### src/rtl/pipeline_pkg.sv
// Shared EX-stage definitions: R-type funct codes served by the mul/div unit and its FSM states.
package pipeline_pkg;
  localparam logic [5:0] FUNCT_MFHI  = 6'h10;
  localparam logic [5:0] FUNCT_MTHI  = 6'h11;
  localparam logic [5:0] FUNCT_MFLO  = 6'h12;
  localparam logic [5:0] FUNCT_MTLO  = 6'h13;
  localparam logic [5:0] FUNCT_MULT  = 6'h18;
  localparam logic [5:0] FUNCT_MULTU = 6'h19;
  localparam logic [5:0] FUNCT_DIV   = 6'h1A;
  localparam logic [5:0] FUNCT_DIVU  = 6'h1B;

  typedef enum logic [1:0] {IDLE, MUL, DIV, FIX} md_state_e;
endpackage

### src/rtl/muldiv_iter_dp.sv
// One-bit-per-cycle shift/add multiply and restoring divide datapath on unsigned magnitudes.
// {acc,quo} holds the product, or remainder/quotient, once WIDTH steps have run.
module muldiv_iter_dp #(
  parameter int WIDTH = 32
) (
  input  logic             clk,
  input  logic             rst_n,
  input  logic             load,
  input  logic             step_mul,
  input  logic             step_div,
  input  logic [WIDTH-1:0] op_a,
  input  logic [WIDTH-1:0] op_b,
  output logic [WIDTH-1:0] acc,
  output logic [WIDTH-1:0] quo
);
  logic [WIDTH-1:0] b;
  logic [WIDTH:0]   add_sum;
  logic [WIDTH:0]   rem_sh;
  logic [WIDTH-1:0] diff;
  logic             borrow;

  assign add_sum = {1'b0, acc} + (quo[0] ? {1'b0, b} : '0);
  assign rem_sh  = {acc, quo[WIDTH-1]};
  // A successful trial subtract always leaves a result below the divisor, so WIDTH bits suffice.
  assign borrow  = rem_sh < {1'b0, b};
  assign diff    = rem_sh[WIDTH-1:0] - b;

  always_ff @(posedge clk or negedge rst_n) begin
    if (!rst_n) begin
      acc <= '0;
      quo <= '0;
      b   <= '0;
    end else if (load) begin
      acc <= '0;
      quo <= op_a;
      b   <= op_b;
    end else if (step_mul) begin
      acc <= add_sum[WIDTH:1];
      quo <= {add_sum[0], quo[WIDTH-1:1]};
    end else if (step_div) begin
      acc <= borrow ? rem_sh[WIDTH-1:0] : diff;
      quo <= {quo[WIDTH-2:0], ~borrow};
    end
  end
endmodule

### src/rtl/ex_muldiv_unit.sv
// EX-stage iterative MULT/DIV unit owning HI/LO; stalls the pipe only when an HI/LO op meets a busy unit.
module ex_muldiv_unit
  import pipeline_pkg::*;
#(
  parameter int WIDTH = 32,
  parameter int CNT_W = 6
) (
  input  logic             clk,
  input  logic             rst_n,
  input  logic             in_valid,
  input  logic [5:0]       in_funct,
  input  logic [WIDTH-1:0] in_rs,
  input  logic [WIDTH-1:0] in_rt,
  input  logic             flush,
  output logic             stall_req,
  output logic [WIDTH-1:0] mf_data,
  output logic             mf_valid,
  output logic             busy,
  output logic [WIDTH-1:0] hi,
  output logic [WIDTH-1:0] lo
);
  md_state_e        state;
  logic [CNT_W-1:0] cnt;
  logic             neg_res, neg_rem, div0, op_div;
  logic [WIDTH-1:0] rs_raw;
  logic [WIDTH-1:0] acc, quo;

  logic is_mf, is_mt, is_mul, is_div, is_signed, hilo_op, accept;
  logic [WIDTH-1:0] rs_abs, rt_abs;
  logic [2*WIDTH-1:0] prod_fix;
  logic [WIDTH-1:0] quo_fix, rem_fix;

  assign is_mf     = (in_funct == FUNCT_MFHI) || (in_funct == FUNCT_MFLO);
  assign is_mt     = (in_funct == FUNCT_MTHI) || (in_funct == FUNCT_MTLO);
  assign is_mul    = (in_funct == FUNCT_MULT) || (in_funct == FUNCT_MULTU);
  assign is_div    = (in_funct == FUNCT_DIV)  || (in_funct == FUNCT_DIVU);
  assign is_signed = (in_funct == FUNCT_MULT) || (in_funct == FUNCT_DIV);
  assign hilo_op   = in_valid && !flush && (is_mf || is_mt || is_mul || is_div);

  assign busy      = (state != IDLE);
  assign stall_req = hilo_op && busy;
  assign accept    = hilo_op && !busy;
  assign mf_valid  = accept && is_mf;
  assign mf_data   = !mf_valid ? '0 : (in_funct == FUNCT_MFHI) ? hi : lo;

  assign rs_abs = (is_signed && in_rs[WIDTH-1]) ? -in_rs : in_rs;
  assign rt_abs = (is_signed && in_rt[WIDTH-1]) ? -in_rt : in_rt;

  // Sign correction applied at FIX; the most negative value wraps back onto itself.
  assign prod_fix = neg_res ? -{acc, quo} : {acc, quo};
  assign quo_fix  = neg_res ? -quo : quo;
  assign rem_fix  = neg_rem ? -acc : acc;

  muldiv_iter_dp #(.WIDTH(WIDTH)) u_dp (
    .clk      (clk),
    .rst_n    (rst_n),
    .load     (accept && (is_mul || is_div)),
    .step_mul (state == MUL),
    .step_div (state == DIV),
    .op_a     (rs_abs),
    .op_b     (rt_abs),
    .acc      (acc),
    .quo      (quo)
  );

  always_ff @(posedge clk or negedge rst_n) begin
    if (!rst_n) begin
      state   <= IDLE;
      cnt     <= '0;
      hi      <= '0;
      lo      <= '0;
      neg_res <= 1'b0;
      neg_rem <= 1'b0;
      div0    <= 1'b0;
      op_div  <= 1'b0;
      rs_raw  <= '0;
    end else begin
      case (state)
        IDLE: if (accept) begin
          if (in_funct == FUNCT_MTHI) hi <= in_rs;
          if (in_funct == FUNCT_MTLO) lo <= in_rs;
          if (is_mul || is_div) begin
            state   <= is_mul ? MUL : DIV;
            cnt     <= '0;
            neg_res <= is_signed && (in_rs[WIDTH-1] ^ in_rt[WIDTH-1]);
            neg_rem <= is_signed && in_rs[WIDTH-1];
            div0    <= is_div && (in_rt == '0);
            op_div  <= is_div;
            rs_raw  <= in_rs;
          end
        end
        MUL, DIV: begin
          cnt <= cnt + CNT_W'(1);
          if (cnt == CNT_W'(WIDTH-1)) state <= FIX;
        end
        FIX: begin
          state <= IDLE;
          if (!op_div) begin
            hi <= prod_fix[2*WIDTH-1:WIDTH];
            lo <= prod_fix[WIDTH-1:0];
          end else if (div0) begin
            hi <= rs_raw;
            lo <= '1;
          end else begin
            hi <= rem_fix;
            lo <= quo_fix;
          end
        end
        default: state <= IDLE;
      endcase
    end
  end
endmodule
### config.mk
export PLATFORM = sky130hd
export DESIGN_NAME = ex_muldiv_unit
export DESIGN_NICKNAME = d
export VERILOG_FILES = /design/src/rtl/pipeline_pkg.sv /design/src/rtl/muldiv_iter_dp.sv /design/src/rtl/ex_muldiv_unit.sv
export SDC_FILE = /design/constraint.sdc
export NUM_CORES = 1
export LEC_CHECK = 0
export ABC_AREA = 1
export BUFFER_PORTS_ARGS = -buffer_cell sky130_fd_sc_hd__buf_4
export CAP_MARGIN = 10
export CORE_MARGIN = 2
export CORE_UTILIZATION = 41
export DETAILED_ROUTE_END_ITERATION = 12
export PLACE_DENSITY_LB_ADDON = 0.15
export SYNTH_ARGS = -nofsm -noshare
export SYNTH_HDL_FRONTEND = slang
export SYNTH_SLANG_ARGS = --single-unit
### constraint.sdc
create_clock -name clk -period 2.82 [get_ports clk]
set_clock_uncertainty 0.15 [all_clocks]
set_input_delay 0.423 -clock clk [delete_from_list [all_inputs] [get_ports clk]]
set_output_delay 0.423 -clock clk [all_outputs]
set_load 0.02 [all_outputs]
### Yosys cells after proc, flatten, opt, wreduce, memory -nomap -nowiden

Index checks and enable logic that the tools add are counted.

| storage, ports and cells | value |
|---|---|
| register bits | 204 |
| bits in latches | 0 |
| RAM bits | 0 |
| ROM bits | 0 |
| input port bits | 74 |
| output and inout bits | 99 |
| word-level logic and storage cells | 106 |
| memories kept | 0 |

| cells by class | value |
|---|---|
| add/sub/neg operators | 8 |
| multiply operators | 0 |
| divide/modulo/power cells | 0 |
| $lt $le $gt $ge | 1 |
| eq/ne operators | 17 |
| shifts and indexed selects | 0 |
| multiplexer cells | 33 |
| bitwise operators | 2 |
| reductions and logical operators | 33 |

Operators by type and width:

| operator | number |
|---|---|
| $mux 32 | 22 |
| $neg 32->32 | 4 |
| $pmux 32 s2 | 2 |
| $mux 64 | 1 |
| $neg 64->64 | 1 |
| $eq 6x5->1 const B | 9 |
| $add 32x33->33 | 1 |
| $lt 33x32->1 | 1 |
| $logic_not 32->1 | 1 |
| $sub 32x32->32 | 1 |
| $reduce_and 3->1 | 5 |
| $mux 6 | 2 |
| $pmux 6 s2 | 1 |
| $logic_and 1x1->1 | 10 |
| $ne 2x2->1 const B | 5 |
| $logic_or 1x1->1 | 9 |
| $mux 2 | 4 |
| $add 6x1->6 const B | 1 |
| $pmux 2 s3 | 1 |
| $reduce_bool 2->1 | 3 |
| $eq 2x2->1 const B | 2 |
| $reduce_bool 3->1 | 1 |
| $eq 2x1->1 const B | 1 |
| $logic_not 1->1 | 2 |
| 4 further kinds | 4 |

### Depth between registers and ports, before layout

Gate-level depths: netlist of run 1.

| depth | value |
|---|---|
| word-level depth | 9 |
| gate-level depth with buffers | 19 |
| depth with buffers taken out | 17 |

### Hierarchy

From an unflattened synthesis of run 1, not the netlist that was laid out.

| second synthesis, totals | value |
|---|---|
| cell total of the unflattened synthesis | 3494 |
| area total of the unflattened synthesis | 20469.6 µm² |

Modules (own cells, without submodules):

| module | times used | cells each | area each (µm²) | seq. area each (µm²) |
|---|---|---|---|---|
| ex_muldiv_unit | 1 | 1753 | 10448.8 | 2702.6 |
| muldiv_iter_dp | 1 | 1741 | 10020.9 | 2402.3 |

### Least setup slack after synthesis of run 1

OpenSTA, ideal clock, no wires.

| timing | value |
|---|---|
| kind | reg-to-reg |
| start point | register u_dp.quo[0] |
| end point | register u_dp.acc[17] |
| setup time | 116 ps |
| arrival | 2527 ps |
| data required time | 2554 ps |
| slack | 26 ps |
| stages on the path, launching flop included | 20 |
| buffers on the path | 2 |
| clock period less this slack | 2794 ps |
| cell sequence | dfrtp_1 -> buf_2 -> clkbuf_1 -> nand2_1 -> inv_1 -> ha_1 -> inv_1 -> fa_1 -> o21ai_0 -> nand2_1 -> nand2_1 -> nand2_1 -> nand2_1 -> nand2_1 -> nand3_1 -> nand2_1 -> nor2_1 -> nor2_1 -> nand2_1 -> nand2_1 |

| on the way | value |
|---|---|
| word-level cells in the longest chain between the ends | 4 |

RTL lines:

| element | line | RTL |
|---|---|---|
| from (decl) | muldiv_iter_dp.sv:14 | `output logic [WIDTH-1:0] quo` |
| from (signal assigned) | muldiv_iter_dp.sv:35 | `quo <= op_a;` |
| from (signal assigned) | muldiv_iter_dp.sv:39 | `quo <= {add_sum[0], quo[WIDTH-1:1]};` |
| from (signal assigned) | muldiv_iter_dp.sv:42 | `quo <= {quo[WIDTH-2:0], ~borrow};` |
| $mux 32 | muldiv_iter_dp.sv:22 | `assign add_sum = {1'b0, acc} + (quo[0] ? {1'b0, b} : '0);` |
| $add 32x33->33 | muldiv_iter_dp.sv:22 |  |
| $mux 32 | muldiv_iter_dp.sv:37 | `end else if (step_mul) begin` |
| $mux 32 | muldiv_iter_dp.sv:33 | `end else if (load) begin` |
| to (signal assigned) | muldiv_iter_dp.sv:38 | `acc <= add_sum[WIDTH:1];` |
| to (signal assigned) | muldiv_iter_dp.sv:41 | `acc <= borrow ? rem_sh[WIDTH-1:0] : diff;` |
| to (decl) | muldiv_iter_dp.sv:13 | `output logic [WIDTH-1:0] acc,` |

No other way between the ends.
A chain may end at the register's enable or synchronous reset.

### Worst setup path after layout of run 1

| timing | value |
|---|---|
| start point | register state[1] |
| end point | output mf_data[27] |

| on the way | value |
|---|---|
| word-level cells in the longest chain between the ends | 5 |

RTL lines:

| element | line | RTL |
|---|---|---|
| from (decl) | ex_muldiv_unit.sv:22 | `md_state_e state;` |
| from (signal assigned) | ex_muldiv_unit.sv:83 | `state <= is_mul ? MUL : DIV;` |
| $reduce_bool 2->1 | ex_muldiv_unit.sv:40 | `assign busy = (state != IDLE);` |
| $logic_not 1->1 | ex_muldiv_unit.sv:42 | `assign accept = hilo_op && !busy;` |
| $logic_and 1x1->1 | ex_muldiv_unit.sv:42 |  |
| $logic_and 1x1->1 | ex_muldiv_unit.sv:43 | `assign mf_valid = accept && is_mf;` |
| $mux 32 | ex_muldiv_unit.sv:44 | `assign mf_data = !mf_valid ? '0 : (in_funct == FUNCT_MFHI) ? hi : lo;` |
| to (decl) | ex_muldiv_unit.sv:16 | `output logic [WIDTH-1:0] mf_data,` |

No other way between the ends.

==> results of run 1 <==
-- metrics by stage --
step | instance area, sq um | worst slack (ns) | util, %
6_report | 24730 | 0.05215 | 51.59
5_1_grt | 24730 | -0.04712 | 51.58
3_3_place_gp | 23360 | -0.1900 | 48.71
2_1_floorplan | 20010 | 0.02646 | -
3_5_place_dp | 23360 | -0.1928 | 48.71
4_1_cts | 24380 | 0.01404 | 50.85
-- flip-flops by register name (all words and copies together), names as in the netlist --
register and count:
u_dp.b 32, rs_raw 32, op_div 1, state 2, hi 32, u_dp.acc 32, cnt 6, u_dp.quo 32
div0 1, neg_res 1, neg_rem 1, lo 32
-- metal layers --
layer  global-route usage, %  up-vias  wire length (microns)
met4                   8.823        0                   2611
met2                   52.82     1343                  39220
met3                   11.28      164                  12960
met1                   56.74    11700                  43400
li1                        -    11470                      -
met5                       0        -                      0
-- cell families after synthesis --
family | share of synthesized area [%]
simple gates | 37.98
compound gates | 16.18
buf+inv | 11.06
flops | 25.51
fa+ha+maj | 4.765
xor+xnor | 2.758
mux | 1.745
-- worst max-delay path: cells and delay by family, from the launching register on --
family	cells	cell delay, ns
DFF	1	0.41
buffers and inverters	5	0.63
and+or+nand+nor	3	0.42
adders and majority gates	1	0.18
-- power groups by stage --
stage	Sequential [mW]	Clock (mW)	Combinational, mW
detailed placement	5.50	0	19.8
global placement	5.46	0	19.7
global route	5.63	3.77	22.7
CTS	5.47	3.66	20.0
floorplan	5.64	0	11.2
finish	5.59	3.63	21.0
-- final cells by class --
| type | count | share of cell area (%) |
|---|---|---|
| Antenna cell | 1 | 0.01012 |
| Clock buffer | 35 | 3.096 |
| Clock inverter | 12 | 0.6121 |
| Inverter | 441 | 6.693 |
| Multi-Input combinational cell | 2590 | 52.51 |
| Sequential cell | 204 | 20.65 |
| Tap cell | 615 | 3.111 |
| Timing Repair Buffer | 407 | 13.31 |
-- layout by cell type (no fill, tap or decap), types with 56 or more instances in the layout --
master     n
a21oi_1  224
buf_4    382
dfrtp_1  201
ha_1      60
inv_1    425
nand2_1  933
nand3_1  247
nand4_1   56
nor2_1   461
o21ai_0  250
-- worst min path at each step --
stage / end / cells after the start / slack (ns) / from
finish: rs_raw[18] / 3 / 0.005 / in_rs[18]
global route: rs_raw[16] / 3 / 0.009 / in_rs[16]
CTS: rs_raw[16] / 3 / 0.001 / in_rs[16]
detailed placement: lo[12] / 1 / 0.28 / rst_n
floorplan: cnt[0] / 0 / -0.02 / rst_n
global placement: hi[12] / 1 / 0.27 / rst_n
-- what timing repair did --
action                                 in CTS  in global routing
setup endpoints to repair                  37                 44
hold buffers                                7                  0
resized for setup                           8                 69
gates cloned                                0                  2
pin swaps                                   0                  5
setup buffers                               0                  6
endpoints found under the hold margin      57                  0
==> flow_summary.toml, run 1 <==
[timing]
worst_pin_slew_ns = 0.7373
slew_headroom_pct = 50.42
setup_viol = 0
slew_viol_final = 0
rsz0062_at_grt = "yes"
hold_violations = 0
finalSetupTns_ns = 0
period_share_pct = 98.15
fin_crit_ns = 2.768
hold_ws_ns = 0.004896
fmax_mhz = 361.3

[clock_tree]
cts_made_buffers = 27
clkLatencyLatePin_ns = 0.57
htreeDepth = 1
clk_pin_slew_ns = 0.05
cts_tree = "done"
clockRootBuffer = "clkbuf_16"
clock_sinks = 204
cts_buffer_depth = 3

[placement]
gp_congestion = 1.050
dp_hpwl_microns = 79430
io_buffers = 172
dp.cells = 4242

[power_and_ir_drop]
swShare_pct = 54.82
vdd_drop_max_mv = 1.292
p_clk_share_pct = 12.0
p_int_mw = 13.63
p_seq_share_pct = 18.5
power.density_nw_per_um2 = 1220
power_frac_comb_pct = 69.5
p_leak_nw = 12.79
power_mw = 30.18
power.switching_mw = 16.54

[critical_path]
cp-start-kind = "flip-flop"
required_ns = 2.25
crit_start = "state[1]"
critPathMaxFanout = 17
ff2ff_setup_slack_ns = 0.09
slowest_stage = "dfrtp_1"
crit_path_end_kind = "output pin"
cpMostUsedCell = "buf_12"
r2r_end = "u_dp.acc[16]"
crit_chain = "inv_2, ha_4, nand2_2, nor3_4, buf_12, buf_12, nand2_1, inv_1, buf_4"
cp-endpoint = "mf_data[27]"
criticalPathCategory = "flip-flop to output pin"
rr_startpoint = "u_dp.quo[0]"
worstRegToRegCells = 16
arrival_ns = 2.19
cp_slowest_stage_delay_ns = 0.41

[floorplan]
fp.dieW_microns = 224.9
die_area_sq_um = 50580
initial_core_util_pct = 41.73
placementRows = 80
dieHeight_microns = 224.9
ios = 173
fp.coreArea_sq_um = 47950

[logic_synthesis]
synthArstFlopShare_pct = 100.0
yosys_register_bits = 204
synthTopCellsByCount = "945 x nand2_1, 473 x nor2_1, 428 x inv_1"
synth_most_common_cell = "nand2_1"
syn_avg_cell_area_sq_um = 5.962
synth_cells = 3356
yosys.cell_types.count = 58
synth.net_count = 3505
synth-seq-area-share_pct = 25.51
synth_top_area_share_pct = 25.51
synth_top_area_cell = "dfrtp_1"
syn-cell-area_sq_um = 20010
dominantRegCellSynth = "dfrtp_1"
yosys-top-cells-area = "dfrtp_1 26%, nand2_1 18%, nor2_1 8.9%"
synth_edf_count = 0
ys_warn_count = 0

[layout]
area.sequential_sq_um = 5109
fill_cells = 5041
multi_input_area_sq_um = 12990
final_nets = 3820
area_delta_synth_final_pct = 23.62
final_cells = 4305
drive_above_1_share_pct = 15.91

[drt]
firstDrtPassIters = 6
route.detailed.drc = 0
vias = 24680
via_per_inst = 5.732
drt-total-wl_microns = 98190
wl_per_cell_microns = 22.81
antenna_left = 0
drt_iter0_drc = 3086

[global_route]
grt_pass1_wl_microns = 143400
grt.total_usage_pct = 37.92
grt_pass1_vias = 22450
grt_max_degree = 85
grt_overflow = 0
antenna_found_initial = 1

[run]
maxCapViolations = 0

[worst_hold_path]
hp-class = "input port to flip-flop"

[run_status]
outcome = "completed"
Note: power is estimated with default switching activity, not from simulation.
==> run 2, diff against run 1 <==
--- a/config.mk
+++ b/config.mk
@@ -8,8 +8,10 @@
 export ABC_AREA = 1
 export BUFFER_PORTS_ARGS = -buffer_cell sky130_fd_sc_hd__buf_4
 export CAP_MARGIN = 10
+export CELL_PAD_IN_SITES_DETAIL_PLACEMENT = 1
+export CELL_PAD_IN_SITES_GLOBAL_PLACEMENT = 1
 export CORE_MARGIN = 2
-export CORE_UTILIZATION = 41
+export CORE_UTILIZATION = 39
 export DETAILED_ROUTE_END_ITERATION = 12
 export PLACE_DENSITY_LB_ADDON = 0.15
 export SYNTH_ARGS = -nofsm -noshare
==> run 2 against run 1 <==
Against the previous run: via count rose by 4.7%; die area rose by 5.0%; design area increased by 2.7%; sequential share of layout area decreased by 0.52 points; sequential power down 0.7%; non-clock buffer count increased by 84; critical path type unchanged; critical endpoint unchanged.
==> flow_summary.toml, run 2 (same netlist as run 1, synthesis figures left out) <==
[floorplan]
ios = 173
initial_core_util_pct = 39.24
placementRows = 83
fp.dieW_microns = 230.5
fp.coreArea_sq_um = 50990
die_area_sq_um = 53130
dieHeight_microns = 230.5

[critical_path]
criticalPathCategory = "flip-flop to output pin"
cp-start-kind = "flip-flop"
required_ns = 2.25
crit_path_end_kind = "output pin"
critPathMaxFanout = 17
arrival_ns = 2.21

[drt]
via_per_inst = 5.800
firstDrtPassIters = 5
drt_iter0_drc = 2805
antenna_left = 0
wl_per_cell_microns = 24.92
vias = 25850
drt-total-wl_microns = 111000
route.detailed.drc = 0

[clock_tree]
cts_tree = "done"
clk_pin_slew_ns = 0.07
htreeDepth = 1
clock_sinks = 204
clockRootBuffer = "clkbuf_16"
cts_buffer_depth = 3
cts_made_buffers = 27
clkLatencyLatePin_ns = 0.58

[power_and_ir_drop]
power.density_nw_per_um2 = 1252
p_int_mw = 14.11
swShare_pct = 55.64
vdd_drop_max_mv = 0.8527
p_seq_share_pct = 17.5
power.switching_mw = 17.69
p_leak_nw = 13.16
power_frac_comb_pct = 71.2
p_clk_share_pct = 11.3

[timing]
fin_ws_ns = 0.03358
hold_violations = 0
rsz0062_at_grt = "yes"
slew_headroom_pct = 45.22
slew_viol_final = 0
period_share_pct = 98.81
finalSetupTns_ns = 0
setup_viol = 0
fin_crit_ns = 2.786
fmax_mhz = 358.9
worst_pin_slew_ns = 0.8187

[layout]
final_cell_mix = "933 x nand2_1, 464 x buf_4, 454 x nor2_1"
area_delta_synth_final_pct = 26.95
fill_cells = 7057
final_common_cell = "nand2_1"
diodes = 0
postLayoutCellArea_sq_um = 25400
final_nets = 3904
final_util_pct = 49.81
drive_above_1_share_pct = 18.17

[run_status]
outcome = "completed"

[placement]
gp_congestion = 1.027
place_area_sq_um = 24020
dp_hpwl_microns = 89750
place_worst_setup_slack_ns = -0.07416
io_buffers = 172

[worst_hold_path]
hp-class = "input port to flip-flop"

[global_route]
grt_pass1_vias = 25960
grt.total_usage_pct = 40.96
grt_overflow = 0
antenna_found_initial = 2
grt_max_degree = 85
grt_pass1_wl_microns = 163400

[run]
maxCapViolations = 0
[run 2: worst max-delay path, cell delays in order (launching register included)]
cell	delay [ns]
dfrtp_1	0.40
inv_2	0.10
ha_4	0.15
nand2_2	0.09
nor3_4	0.25
buf_12	0.16
buf_12	0.16
nand2_1	0.08
inv_1	0.08
buf_4	0.14
[run 2: cell type report]
type | count | area (sq um) | area share [%]
repair buffers | 491 | 3926 | 15.46
clock inverters | 12 | 111.4 | 0.4384
flip-flops and latches | 204 | 5114 | 20.13
well taps | 680 | 850.8 | 3.350
inverters | 441 | 1655 | 6.517
multi-input cells | 2590 | 12970 | 51.05
clock buffers | 38 | 777.0 | 3.059
[run 2: power by group through the flow]
stage	Sequential (mW)	Combinational (mW)	Clock, mW
after global routing	5.60	24.2	3.69
after CTS	5.43	21.6	3.59
after floorplan	5.64	11.2	0
final	5.55	22.7	3.59
after detailed placement	5.46	21.3	0
after global placement	5.39	20.7	0
[run 2: what timing repair did]
action | CTS | global route
cloned | 1 | 0
pin swaps | 0 | 9
endpoints found under the setup margin | 37 | 55
hold buffers | 10 | 0
buffers inserted | 3 | 7
gates resized for setup | 9 | 91
hold endpoints to repair | 66 | 0
[run 2: path summary, 6_finish.rpt]
path                                 to  slack (ns)  cells past startpoint         start
max                         mf_data[27]        0.03                      9      state[0]
min                         u_dp.quo[3]        0.02                      4      in_rs[3]
max reg2reg                 u_dp.acc[9]        0.07                     12  u_dp.acc[25]
min reg2reg                  rs_raw[24]        0.36                      2    rs_raw[24]
max in group asynchronous     u_dp.b[4]        1.29                      3         rst_n
min in group asynchronous  u_dp.acc[26]        0.30                      2         rst_n
[run 2: layer usage]
layer	up-vias	share of wire, %	GRT usage, %
li1	11630	-	-
met1	12770	44	58.57
met2	1235	41	59.79
met3	212	11	10.73
met4	2	3.8	12.98
met5	-	0.012	0
[run 2: per-stage QoR]
step / total power, mW / hold slack (ns) / cells
after global routing: 33.51 / 0.02792 / 4456
after floorplan: 16.83 / -0.02259 / 3356
final: 31.80 / 0.02039 / 4456
after CTS: 30.59 / 0.005490 / 4449
after global placement: 26.08 / 0.3169 / 4385
after detailed placement: 26.77 / 0.3172 / 4385
==> run 3, diff against run 2 <==
--- a/config.mk
+++ b/config.mk
@@ -14,6 +14,7 @@
 export CORE_UTILIZATION = 39
 export DETAILED_ROUTE_END_ITERATION = 12
 export PLACE_DENSITY_LB_ADDON = 0.15
+export REMOVE_ABC_BUFFERS = 1
 export SYNTH_ARGS = -nofsm -noshare
 export SYNTH_HDL_FRONTEND = slang
 export SYNTH_SLANG_ARGS = --single-unit
==> run 3 against run 2 <==
Against the previous run: the run now ends with negative setup slack left; die area stayed put; sequential power is 3% lower; worst setup slack worse by 0.12 ns; critical path type is now flip-flop to flip-flop; highest routed layer is now met4.
==> flow_summary.toml, run 3 (same netlist as run 1, synthesis figures left out) <==
[layout]
final_cell_mix = "920 x nand2_1, 449 x nor2_1, 416 x inv_1"
multi_input_area_sq_um = 13080
area_delta_synth_final_pct = 26.36
final_common_cell = "nand2_1"
final_util_pct = 49.58
diodes = 0
area.sequential_sq_um = 5111
final_nets = 3856
fill_cells = 6980
postLayoutCellArea_sq_um = 25280
drive_above_1_share_pct = 17.91

[clock_tree]
clkLatencyLatePin_ns = 0.60
clockRootBuffer = "clkbuf_16"
cts_tree = "done"
clk_pin_slew_ns = 0.07
cts_buffer_depth = 3
clock_sinks = 204
cts_made_buffers = 28
htreeDepth = 1

[timing]
fin_ws_ns = -0.08462
hold_violations = 0
slew_viol_final = 0
slew_headroom_pct = 40.47
period_share_pct = 103.0
fmax_mhz = 344.3
rsz0062_at_grt = "yes"
setup_viol = 3
worst_pin_slew_ns = 0.8897
fin_crit_ns = 2.905

[floorplan]
ios = 173
fp.coreArea_sq_um = 50990
die_area_sq_um = 53130
placementRows = 83
initial_core_util_pct = 39.24
fp.dieW_microns = 230.5
dieHeight_microns = 230.5

[worst_hold_path]
whs_path_depth = 3
hp-class = "input port to flip-flop"
hold_start = "in_rs[29]"

[critical_path]
cp_slowest_stage_delay_ns = 0.75
worstRegToRegCells = 8
slowest_stage = "nor2_1"
required_ns = 3.19
criticalPathCategory = "flip-flop to flip-flop"
rr_startpoint = "state[0]"
crit_chain = "inv_2, ha_4, buf_4, nand3_4, buf_6, nor2_1, a21oi_1, a31oi_1"
crit_path_end_kind = "flip-flop"
crit_start = "state[0]"
arrival_ns = 3.27
cp-start-kind = "flip-flop"
critPathMaxFanout = 66
ff2ff_setup_slack_ns = -0.08

[global_route]
grt_max_degree = 85
grt_overflow = 0
grt.total_usage_pct = 39.29
antenna_found_initial = 0
grt_pass1_wl_microns = 158700
grt_pass1_vias = 26200

[placement]
io_buffers = 172
gp_congestion = 1.040
place_worst_setup_slack_ns = -0.2549
place_area_sq_um = 23620
dp_hpwl_microns = 83400

[run]
maxCapViolations = 0

[drt]
via_per_inst = 5.752
firstDrtPassIters = 6
drt_iter0_drc = 1792
antenna_left = 0
vias = 25340
drt-total-wl_microns = 107400
route.detailed.drc = 0
wl_per_cell_microns = 24.38

[power_and_ir_drop]
power.density_nw_per_um2 = 1205
p_leak_nw = 12.92
vdd_drop_max_mv = 0.7983

[run_status]
violations = "negative setup slack"
outcome = "finished, violations left"
-- run 3: stage by stage --
step	TNS (ns)	hold WS, ns	std cells	total power, mW
floorplan	-126.35	-0.02259	3235	16.44
global placement	-0.3719	0.1542	4328	25.19
detailed placement	-0.5631	0.1540	4328	25.79
CTS	-0.01187	0.0002186	4396	29.63
global route	-0.8352	0.03160	4405	32.39
finish	-0.1264	0.01770	4405	30.46
-- run 3: what timing repair did --
action                     4_1_cts  5_1_grt
setup endpoints to repair       46       86
pin swaps                        0       10
hold endpoints to repair       217        0
buffers inserted                 6        7
hold buffers                    12        0
resized for setup               17      137
gates cloned                     2        2
-- run 3: routing by layer --
layer,share of wire (%),vias up,track usage (%)
met1,37,12480,43.91
met3,5.5,390,5.447
met5,0,-,0
met4,8.3,0,26.79
met2,49,942,69.29
li1,-,11520,-
-- run 3: critical path: cells and delay by family (launching register included) --
kind	cells	cell delay (ns)
buffers and inverters	3	0.54
flip-flops	1	0.40
AND/OR/NAND/NOR	2	0.90
AO/OA/AOI/OAI	2	0.62
adder cells (fa/ha/maj)	1	0.15
-- run 3: cell type report --
| class | count | share of cell area [%] |
|---|---|---|
| multi-input combinational | 2590 | 51.74 |
| tap | 680 | 3.365 |
| inverter | 441 | 6.557 |
| clock inverter | 12 | 0.5394 |
| clock buffer | 36 | 3.009 |
| timing repair buffer | 442 | 14.57 |
| sequential | 204 | 20.22 |
-- run 3: report_power, final --
| part | total [mW] | leakage [nW] | internal (mW) | switching, mW |
|---|---|---|---|---|
| sequential | 5.39 | 2.36 | 4.14 | 1.25 |
| combinational | 21.4 | 10.1 | 7.38 | 14.1 |
| clock | 3.63 | 0.432 | 2.08 | 1.55 |
| total | 30.5 | 12.9 | 13.6 | 16.9 |
-- run 3: path summary, 6_finish.rpt --
kind | end
worst max-delay path | u_dp.quo[17]
worst min-delay path | rs_raw[29]
worst max register to register | u_dp.quo[17]
worst min register to register | rs_raw[8]
max in group asynchronous | u_dp.quo[0]
min in group asynchronous | lo[14]
